--- config.mk ---
export PLATFORM = sky130hd
export DESIGN_NAME = instr_fetch_unit
export DESIGN_NICKNAME = d
export VERILOG_FILES = /design/src/rtl/instr_fetch_unit.sv
export SDC_FILE = /design/constraint.sdc
export NUM_CORES = 1
export LEC_CHECK = 0
export ABC_CLOCK_PERIOD_IN_PS = 1600
export CELL_PAD_IN_SITES_DETAIL_PLACEMENT = 0
export CELL_PAD_IN_SITES_GLOBAL_PLACEMENT = 1
export CORE_UTILIZATION = 25
export CTS_CLUSTER_DIAMETER = 50
export CTS_CLUSTER_SIZE = 8
export DETAILED_ROUTE_END_ITERATION = 10
export PLACE_DENSITY = 0.76
export SYNTH_ARGS = -nofsm -noshare
export SYNTH_HDL_FRONTEND = slang
export SYNTH_SLANG_ARGS = --single-unit
--- constraint.sdc ---
create_clock -name Clk -period 1.6 [get_ports Clk]
set_input_delay 0.32 -clock Clk [delete_from_list [all_inputs] [get_ports Clk]]
set_output_delay 0.32 -clock Clk [all_outputs]
set_load 0.01 [all_outputs]
--- src/rtl/instr_fetch_unit.sv ---
// Instruction fetch stage: front/back PC pair, imem req/ack handshake,
// single-entry fetch buffer feeding the IF/ID register, delayed-branch
// redirect and squash handling.
module instr_fetch_unit #(
   parameter int ADDR_W  = 8,
   parameter int INSTR_W = 32,
   parameter int PC_STEP = 4
) (
   input  logic               Clk,
   input  logic               Rst,
   output logic               imem_req,
   output logic [ADDR_W-1:0]  imem_addr,
   input  logic [INSTR_W-1:0] imem_rdata,
   input  logic               imem_ack,
   input  logic               stall,
   input  logic               branch_taken,
   input  logic [ADDR_W-1:0]  branch_target,
   input  logic               squash,
   output logic [ADDR_W-1:0]  fetch_pc,
   output logic [INSTR_W-1:0] fetch_instr,
   output logic               fetch_valid,
   output logic               ifid_le,
   output logic               ifid_clr,
   output logic [ADDR_W-1:0]  pc_front,
   output logic [ADDR_W-1:0]  pc_back
);

   typedef enum logic [1:0] {IDLE, FETCH, HOLD} state_t;

   state_t state, state_nxt;
   logic   ack_ok;

   // an ack only counts while a request is outstanding
   assign ack_ok = (state == FETCH) && imem_ack;

   // state register
   always_ff @(posedge Clk) begin
      if (Rst) state <= IDLE;
      else     state <= state_nxt;
   end

   // next-state logic; squash overrides stall in HOLD
   always_comb begin
      state_nxt = state;
      case (state)
         IDLE:    state_nxt = FETCH;
         FETCH:   if (imem_ack) state_nxt = HOLD;
         HOLD:    if (squash || !stall) state_nxt = FETCH;
         default: state_nxt = IDLE;
      endcase
   end

   // FSM outputs
   always_comb begin
      imem_req = (state == FETCH);
   end

   // address tracks pc_front, which only moves on the ack edge
   assign imem_addr = pc_front;
   assign ifid_le   = fetch_valid & ~stall;

   // PC pair: ack shifts back->front; a branch target replaces the back PC
   // and wins over the sequential increment
   always_ff @(posedge Clk) begin
      if (Rst) begin
         pc_front <= '0;
         pc_back  <= ADDR_W'(PC_STEP);
      end else begin
         if (ack_ok) pc_front <= pc_back;
         if (branch_taken) pc_back <= branch_target;
         else if (ack_ok)  pc_back <= pc_back + ADDR_W'(PC_STEP);
      end
   end

   // fetch buffer; a squashed return is dropped but the PC still advances
   always_ff @(posedge Clk) begin
      if (Rst) begin
         fetch_pc    <= '0;
         fetch_instr <= '0;
         fetch_valid <= 1'b0;
         ifid_clr    <= 1'b0;
      end else begin
         if (ack_ok && !squash) begin
            fetch_pc    <= pc_front;
            fetch_instr <= imem_rdata;
         end
         if (squash)                      fetch_valid <= 1'b0;
         else if (ack_ok)                 fetch_valid <= 1'b1;
         else if (state == HOLD && !stall) fetch_valid <= 1'b0;
         ifid_clr <= squash;
      end
   end

endmodule

After elaboration in Yosys (flattened, before gate mapping). Index checks and enable logic that the tools add are counted.

Memories: 0. Logic and storage cells: 32. Bits of input ports: 46. Memory bits (writable): 0. Bits in read-only memories: 0. Output and inout port bits: 68. Bits in registers: 60. Latch bits: 0.

Muxes and demuxes: 7. Bitwise gates (word level): 2. $add $sub $neg: 1. Reduce and logical (&&, ||, !) cells: 11. Divide/modulo/power cells: 0. Magnitude comparators: 0. Equality and inequality tests: 4. $mul: 0. Shift operators: 0.

Operator list (number): $mux 8 (2); $add 8x3->8 const B (1); $pmux 2 s3 (1); $mux 2 (2); $reduce_bool 2->1 (2); $logic_and 1x1->1 (3); $eq 2x1->1 const B (1); $eq 2x2->1 const B (1); $logic_not 1->1 (2); $logic_not 2->1 (1); $mux 1 (2); $ne 2x1->1 const B (1); $ne 2x2->1 const B (1); $reduce_and 2->1 (1); $reduce_or 2->1 (1); $and 1x1->1 (1); $logic_or 1x1->1 (1); $not 1->1 (1).

Longest topological paths before layout. Gate-level depths: netlist (run 1).

Word-level depth: 4. Depth in mapped cells: 5. Depth with buffers taken out: 4.

Least setup slack after synthesis (run 1). Ideal clock, no wire load.

Path type: reg-to-reg. From: register pc_back[2]. To: register pc_back[6]. Required time: 1509 ps. Clock period less this slack: 1313 ps. Path buffers: 0. Setup time: 91 ps. Cell stages (with the launch flop): 5. Arrival time: 1222 ps. Setup slack: 287 ps. Cell sequence: dfxtp_1 > ha_1 > nand2_1 > or3_1 > a311oi_1.

Cells in the longest elaborated chain, start to end: 3.

Ends and longest elaborated chain: from (decl) (RTL line 25) `output logic [ADDR_W-1:0] pc_back`; from (signal assigned) (RTL line 67) `pc_back <= ADDR_W'(PC_STEP);`; from (signal assigned) (RTL line 70) `if (branch_taken) pc_back <= branch_target;`; from (signal assigned) (RTL line 71) `else if (ack_ok) pc_back <= pc_back + ADDR_W'(PC_STEP);`; $add 8x3->8 (RTL line 71); $mux 8 (RTL line 71); $mux 8 (RTL line 70).

Every way passes these cells. The select of a mux whose other input is x is not followed. A chain may end at the register's enable or synchronous reset.

Worst setup path after layout (run 1).
From: register pc_front[1], in the netlist imem_addr[1]. To: output imem_addr[1].

RTL lines: from (decl) (RTL line 24) `output logic [ADDR_W-1:0] pc_front,`; from (signal assigned) (RTL line 69) `if (ack_ok) pc_front <= pc_back;`; to (decl) (RTL line 12) `output logic [ADDR_W-1:0] imem_addr,`.

No word-level cell between the ends.

==> metrics.cfg, run 1 <==
[outcome]
status = finished, final reports clean

[global_routing]
gr-usage-met3_pct = 4.32
grt-ovfl-total = 0
antenna_found_initial = 0
track_usage_pct = 14.0
grtUsageMet1_pct = 17.6
grt_use_met2_pct = 21.8
grt_pass1_vias = 2176
grt.busiest_layer = met2
grt_max_degree = 32
grt_pass1_wl_mm = 10.5

[cells_and_area]
drive_gt1_share_pct = 11.6
final_nets = 440
layout_common_cells = 99 x nand2_1, 86 x clkdlybuf4s50_1, 50 x a21oi_1, 50 x dfxtp_1, 17 x dlygate4sd2_1
fin_util_pct = 43.5
layout_commonest_cell = nand2_1
antenna_cells = 0
syn_to_final_growth_pct = 66.9
post-route-cell-area_mm2 = 0.00381

[clocking]
clock_path_buffers = 2
cts_setup_buffers = 0
cts_tree = yes
cts-root-buf = clkbuf_8
cts_htree_levels = 3
cts_buffers = 9
path_clk_slew_ps = 60
clk_latency_ps = 330
cts_hold_buffers = 0
cts_sinks = 60

[sta]
layout_setup_ws_ps = 60.7
clock_skew_ps = 5.59
worst_pin_slew_ps = 314
relSlewSlack_pct = 78.5
min_period_ps = 1540
max_freq_ghz = 0.650
fin_crit_sh_pct = 96.2
slew_violations = 0
finalHoldViolCount = 0
tns_ps = 0
setup_viol = 0
grt_setup_unrepaired = no

[place]
io_buffers = 113
dp.final_hpwl_mm = 4.54
dpl_worst_slack_ps = -191
placed_cell_area_mm2 = 0.00358
gp_routability_congestion = 0.746

[drt]
via_count = 2242
drt-initial-drc-count = 64
vias_per_cell = 4.43
drc_errors = 0
routed_wl_mm = 6.35
antenna_left = 0
drt-pass1-iter-count = 4
wl_per_cell_um = 12.6

[floorplanning]
core-area_mm2 = 0.00876
ios = 114
initial_core_util_pct = 26.1
die_y_um = 97.6
row_count = 34
die_area_mm2 = 0.00952
die_w_um = 97.6

[setup_path]
crit_fanout = 4
r2r_start = state[0]$_SDFFE_PP0P_
crit_arrival_ps = 1220
cpMaxStageDelayCell = clkdlybuf4s50_1
cp-end-kind = output pin
cp-start-kind = register
cp.depth = 1
worst_r2r_path_depth = 4
critPathBufInv = 1
crit_family = buffers and inverters
critPathMaxStageDelay_ps = 530
cp_cell_sequence = clkdlybuf4s50_1
cp-startpoint = imem_addr[1]$_SDFFE_PP0P_
critical_path_class = register to output pin
cp.required_ps = 1280
r2r_slack_ps = 270

[synth]
seq_area_frac_synth_pct = 52.6
syn_avg_cell_area_um2 = 8.18
postSynthCellCount = 279
ys_types = 32
synth_seq_cells = 60
synth_nets = 326
ys_warn_count = 0
synth_area_mm2 = 0.00228

[power_and_ir_drop]
power_w = 0.00354
leakagePower_nw = 1.56
power_density_mw_per_mm2 = 930
peakVddDrop_mv = 0.379

[min_path]
holdPathStages = 2
worstHoldStart = Rst
hp-class = primary input to register

[run]
maxCapViolations = 0

## flip-flops by register name (all words and copies together), names as in the netlist
register,flops
ifid_clr,1
imem_addr,8
fetch_valid,1
fetch_instr,32
fetch_pc,8
state,2
pc_back,8
## routing by layer
metal  vias up  part of all wire [%]
li1       1141                     -
met1      1011                    46
met2        81                    46
met3         9                   6.6
met4         0                   1.1
met5         -                     0
## cell families after synthesis
logic type / after synthesis / share of synthesized area [%]
DFF: 60 / 52.6
adders and majority gates: 1 / 0.548
AOI/OAI and AO/OA: 63 / 15.4
xor gates and xnor gates: 1 / 0.384
buffers and inverters: 29 / 6.58
muxes: 2 / 0.877
and+or+nand+nor: 123 / 23.6
## timing repair
item	4_1_cts	5_1_grt
gates resized for setup	27	9
endpoints found under the setup margin	27	9
endpoints found under the hold margin	0	0
## cells in the mapped netlist, drive strengths merged
cell type | number | share of area, %
nand4b | 1 | 1.0
and3b | 1 | 0.38
clkbuf | 10 | 1.6
dfxtp | 60 | 53
nand3b | 2 | 0.66
nand2 | 99 | 16
nor3 | 1 | 0.22
xnor2 | 1 | 0.38
and4bb | 1 | 0.55
o21ai | 4 | 0.88
o22ai | 1 | 0.27
inv | 2 | 0.33
nor2 | 7 | 1.2
nand4 | 1 | 0.27
nor2b | 5 | 1.4
o31a | 1 | 0.38
buf | 16 | 4.4
mux2i | 2 | 0.88
and4 | 1 | 0.38
nand4bb | 1 | 0.49
a21oi | 50 | 11
or3 | 2 | 0.55
ha | 1 | 0.55
a2111oi | 2 | 1.0
a311oi | 3 | 1.2
a211oi | 1 | 0.33
a221oi | 1 | 0.38
clkinv | 1 | 0.16
and2 | 1 | 0.27
## area by class of cell
| type | instances | area (um^2) |
|---|---|---|
| clock inverter | 5 | 75.1 |
| fill | 897 | 4950 |
| sequential | 60 | 1210 |
| multi-input combinational | 190 | 937 |
| tap | 108 | 135 |
| timing repair buffer | 129 | 1300 |
| inverter | 3 | 11.3 |
| clock buffer | 11 | 141 |
## power breakdown
group	leakage (nW)	total (W)	internal (W)	switching, W
Clock	0.113	0.00149	0.000912	0.000579
Combinational	0.954	0.000456	0.000265	0.000191
Sequential	0.492	0.00160	0.00155	0.0000452
## path summary, 6_finish.rpt
path / to
min: pc_back[1]$_SDFFE_PP0P_
min reg2reg: fetch_instr[30]$_SDFFE_PP0P_
max: imem_addr[1]
max reg2reg: pc_back[6]$_SDFFE_PP0P_
## metrics by stage
stage               instances  hold slack (ps)
finish                    506              362
global route              506              359
CTS                       506              347
detailed placement        490              446
global placement          490              441
floorplan                 279              410
No activity file was read; power rests on OpenSTA's default activity.
==> run 2: changes to the inputs <==
- CORE_UTILIZATION: 25 -> 28
- PLACE_DENSITY: 0.76 -> 0.83
==> run 2 against run 1 <==
Effect of this change: die area shrank 11%; first-iteration DRC count rose by 39%; worst hold slack better by 91 ps; setup slack worse by 18 ps; power increased by 3.8%; critical path type unchanged; largest power group is now clock.
==> metrics.cfg, run 2 (synthesis results as in run 1) <==
[drt]
drt-initial-drc-count = 89
wl_per_cell_um = 12.5
via_count = 2279
antenna_left = 0
routed_wl_mm = 6.25
drt-pass1-iter-count = 4
drc_errors = 0
vias_per_cell = 4.55

[floorplanning]
core-area_mm2 = 0.00781
ios = 114
die_area_mm2 = 0.00852
initial_core_util_pct = 29.2
die_y_um = 92.3
row_count = 32
die_w_um = 92.3

[power_and_ir_drop]
peakVddDrop_mv = 0.388
leakagePower_nw = 1.52
power_density_mw_per_mm2 = 960
p_sw_w = 0.000822
swShare_pct = 22.4
power_w = 0.00368
p_comb_share_pct = 12.7
power_frac_seq_pct = 43.3
pwr-share-clk_pct = 44.0
p_int_w = 0.00285

[place]
gp_routability_congestion = 0.779
dp.final_hpwl_mm = 4.41
io_buffers = 113

[cells_and_area]
layout_commonest_cell = nand2_1
largest_register_ffs = 32
regMostFlops = fetch_instr
antenna_cells = 0
drive_gt1_share_pct = 10.8
final_nets = 441
fin_util_pct = 49.0
layout_common_cells = 99 x nand2_1, 90 x clkdlybuf4s50_1, 53 x dfxtp_1
syn_to_final_growth_pct = 67.7

[sta]
worst_pin_slew_ps = 550
grt_setup_unrepaired = no
setup_viol = 0
slew_violations = 0
relSlewSlack_pct = 63.4
min_period_ps = 1560
max_freq_ghz = 0.642
tns_ps = 0
finalHoldViolCount = 0
fin_crit_sh_pct = 97.3
clock_skew_ps = 3.94

[run]
maxCapViolations = 0

[clocking]
path_clk_slew_ps = 70
cts-root-buf = clkbuf_8
cts_htree_levels = 3
cts_sinks = 60
cts_setup_buffers = 0
clk_latency_ps = 330
cts_tree = yes
clock_path_buffers = 2
cts_buffers = 9

[setup_path]
worst_r2r_path_depth = 4
cpMaxStageDelayCell = clkdlybuf4s50_1
cp-end-kind = output pin
critPathMaxStageDelay_ps = 540
crit_fanout = 4
critPathBufInv = 1
critical_path_class = register to output pin
cp_cell_sequence = clkdlybuf4s50_1
cp-start-kind = register
cp.required_ps = 1280
cp.depth = 1
r2r_slack_ps = 270
cp-startpoint = imem_addr[4]$_SDFFE_PP0P_
r2r_start = pc_back[3]$_SDFFE_PP0P_
crit_family = buffers and inverters
timing.rr.end = pc_back[6]$_SDFFE_PP0P_
crit_arrival_ps = 1240

[min_path]
worstHoldStart = fetch_instr[31]$_SDFFE_PP0P_
holdPathStages = 2
hold_end = fetch_instr[31]$_SDFFE_PP0P_
hp-class = register to register

[global_routing]
grt_pass1_vias = 2109
grt-ovfl-total = 0
track_usage_pct = 15.2
grt_max_degree = 41
antenna_found_initial = 0
grt_pass1_wl_mm = 10.2

[outcome]
status = finished, final reports clean

==> run 2: cell types whose count changed in the layout (fill, tap and decap cells not counted) <==
cell             delta
buf_12              +1
bufinv_16           +1
clkbuf_1            +1
clkbuf_8            -1
clkdlybuf4s50_1     +4
clkinv_2            -1
dfxtp_1             +3
dfxtp_2             -3
dlygate4sd2_1       -1
dlymetal6s2s_1      -3
==> run 2: cell type report <==
type,instances,area (um^2)
clock buffer,11,131
clock inverter,5,100
fill,768,3980
inverter,3,11.3
multi-input combinational,190,937
sequential,60,1210
tap,102,128
timing repair buffer,130,1310
==> run 2: repair_timing <==
action                                  CTS  global route
endpoints found under the setup margin   25             6
gates resized for setup                  23             6
hold buffers                              0             0
==> run 2: how the worst max path moves through the flow <==
stage | endpoint | slack (ps)
floorplan | pc_back[6]$_SDFFE_PP0P_ | 290
global placement | pc_back[7]$_SDFFE_PP0P_ | -170
detailed placement | pc_back[6]$_SDFFE_PP0P_ | -180
CTS | pc_back[1] | 2
global route | pc_back[2] | 0.8
finish | imem_addr[4] | 40
==> run 2: per-stage QoR <==
| step | hold WS (ps) | cell area [um^2] | cells | worst slack, ps |
|---|---|---|---|---|
| after CTS | 448 | 3810 | 501 | 1.70 |
| after floorplan | 410 | 2280 | 279 | 287 |
| after global placement | 441 | 3590 | 485 | -165 |
| after global routing | 477 | 3830 | 501 | 0.844 |
| final | 453 | 3830 | 501 | 42.9 |
| after detailed placement | 447 | 3590 | 485 | -178 |
==> run 2: power groups by stage <==
stage / logic, W / clock network (W) / registers, W
6_report: 0.000467 / 0.00162 / 0.00159
2_1_floorplan: 0.000163 / 0 / 0.00164
5_1_grt: 0.000509 / 0.00174 / 0.00160
3_3_place_gp: 0.000484 / 0 / 0.00162
3_5_place_dp: 0.000487 / 0 / 0.00163
4_1_cts: 0.000477 / 0.00166 / 0.00159
==> run 2: layer usage <==
layer  vias to the layer above  share of wire [%]  wire length (um)  GRT usage [%]
met3                         6                6.2               387           4.27
met1                      1048                 47              2920           19.5
li1                       1152                  -                 -              -
met2                        73                 46              2890           23.8
met5                         -                  0                 0              0
met4                         0               0.91                57           6.25
==> run 3: changes to the inputs <==
- CORE_ASPECT_RATIO: unset -> 0.9
- GPL_ROUTABILITY_DRIVEN: unset -> 0
==> run 3 against run 2 <==
Effect of this change: critical path depth unchanged; combinational power decreased by 0.9%; global-route usage increased by 0.30 points; clock power down 31%; sequential power about the same; non-clock buffer count shrank 1; cell count fell by 1.6%; power fell by 14%; routed wire length about the same; die area barely moved; sequential share of layout area up 0.66 points.
==> metrics.cfg, run 3 (synthesis results as in run 1) <==
[min_path]
worstHoldStart = fetch_instr[14]$_SDFFE_PP0P_
hp-class = register to register
hold_end = fetch_instr[14]$_SDFFE_PP0P_
holdPathStages = 2

[sta]
finalHoldViolCount = 0
grt_setup_unrepaired = no
setup_viol = 0
fin_crit_sh_pct = 95.9
slew_violations = 0
relSlewSlack_pct = 61.1
max_freq_ghz = 0.652
worst_pin_slew_ps = 584
clock_skew_ps = 8.93
layout_setup_ws_ps = 65.4
min_period_ps = 1530

[setup_path]
crit_family = buffers and inverters
cp-end-kind = output pin
cp_cell_sequence = clkdlybuf4s50_1
timing.rr.end = pc_back[4]$_SDFFE_PP0P_
crit_arrival_ps = 1210
cp.depth = 1
worst_r2r_path_depth = 3
cp-start-kind = register
cpMaxStageDelayCell = clkdlybuf4s50_1
crit_fanout = 2
critical_path_class = register to output pin
critPathBufInv = 1
critPathMaxStageDelay_ps = 550
cp.required_ps = 1280
r2r_start = state[1]$_SDFFE_PP0P_
r2r_slack_ps = 280

[drt]
wl_per_cell_um = 12.7
wl_met3_um = 473
met1_length_mm = 2.87
via_count = 2254
drc_errors = 0
topRoutingLayerUsed = met4
vias_per_cell = 4.57
drt-initial-drc-count = 59
antenna_left = 0
routed_wl_mm = 6.25
drt-pass1-iter-count = 4
met2_length_mm = 2.87

[floorplanning]
row_count = 30
core-area_mm2 = 0.00773
ios = 114
initial_core_util_pct = 29.5
die_y_um = 87.7
die_area_mm2 = 0.00852
die_w_um = 97.2

[cells_and_area]
syn_to_final_growth_pct = 63.9
final_nets = 440
fillers = 772
largest_register_ffs = 32
regMostFlops = fetch_instr
post-route-cell-area_mm2 = 0.00374
drive_gt1_share_pct = 10.1
layout_commonest_cell = nand2_1
layout_common_cells = 99 x nand2_1, 83 x clkdlybuf4s50_1, 55 x dfxtp_1
antenna_cells = 0

[place]
io_buffers = 113
dp.final_hpwl_mm = 4.37
placed_cell_area_mm2 = 0.00357
dpl_worst_slack_ps = -201

[global_routing]
track_usage_pct = 15.5
grt_max_degree = 41
antenna_found_initial = 0
grt_pass1_vias = 2205
grt-ovfl-total = 0
grt_pass1_wl_mm = 10.5

[clocking]
cts_hold_buffers = 0
cts_setup_buffers = 0
cts_buffers = 9
cts_tree = yes
cts_htree_levels = 3
cts_sinks = 60
path_clk_slew_ps = 70
clock_path_buffers = 2
clk_latency_ps = 330
cts-root-buf = clkbuf_8

[outcome]
status = finished, final reports clean

[power_and_ir_drop]
power_w = 0.00316
leakagePower_nw = 1.58
peakVddDrop_mv = 0.498
power_density_mw_per_mm2 = 845

[run]
maxCapViolations = 0

-- run 3: area by class of cell --
type	instances	area, um^2	area share, %
Clock buffer	10	128	3.41
Timing Repair Buffer	129	1310	35.0
Tap cell	96	120	3.21
Clock inverter	5	30.0	0.802
Inverter	3	11.3	0.301
Multi-Input combinational cell	190	937	25.0
Sequential cell	60	1210	32.3
-- run 3: how the worst max path moves through the flow --
stage | start | to | slack [ps]
after global placement | imem_ack | pc_back[7]$_SDFFE_PP0P_ | -160
after CTS | imem_addr[4]$_SDFFE_PP0P_ | imem_addr[4] | 2
after detailed placement | imem_ack | pc_back[7]$_SDFFE_PP0P_ | -200
final | fetch_instr[16]$_SDFFE_PP0P_ | fetch_instr[16] | 70
after floorplan | pc_back[2]$_SDFFE_PP1P_ | pc_back[6]$_SDFFE_PP0P_ | 290
after global routing | fetch_pc[5]$_SDFFE_PP0P_ | fetch_pc[5] | 1
-- run 3: where the power goes --
group          leakage, nW  switching (W)  internal, W
registers            0.490      0.0000422      0.00155
logic                 1.01       0.000195     0.000268
clock network       0.0779       0.000564     0.000544
-- run 3: tightest hold or removal path, stage by stage (launching register included) --
cell	delay (ps)
dfxtp_1	310
nand2_1	50
a21oi_1	50
-- run 3: layer usage --
metal | vias up | global-route usage [%]
met5 | - | 0
met1 | 1020 | 18.7
met2 | 88 | 25.5
met3 | 4 | 6.62
li1 | 1142 | -
met4 | 0 | 4.07
-- run 3: metrics by stage --
| stage | util (%) | cells | hold WS, ps | setup TNS (ps) |
|---|---|---|---|---|
| after detailed placement | 46.1 | 478 | 446 | -6980 |
| after global placement | 46.1 | 478 | 441 | -4180 |
| after CTS | 48.0 | 493 | 456 | 0 |
| after global routing | 48.4 | 493 | 478 | 0 |
| after floorplan | - | 279 | 410 | 0 |
| final | 48.4 | 493 | 453 | 0 |
-- run 3: repair_timing --
| item | in CTS | in global routing |
|---|---|---|
| setup endpoints to repair | 23 | 13 |
| pin swaps | 0 | 0 |
| endpoints found under the hold margin | 0 | 0 |
| gates resized for setup | 21 | 13 |
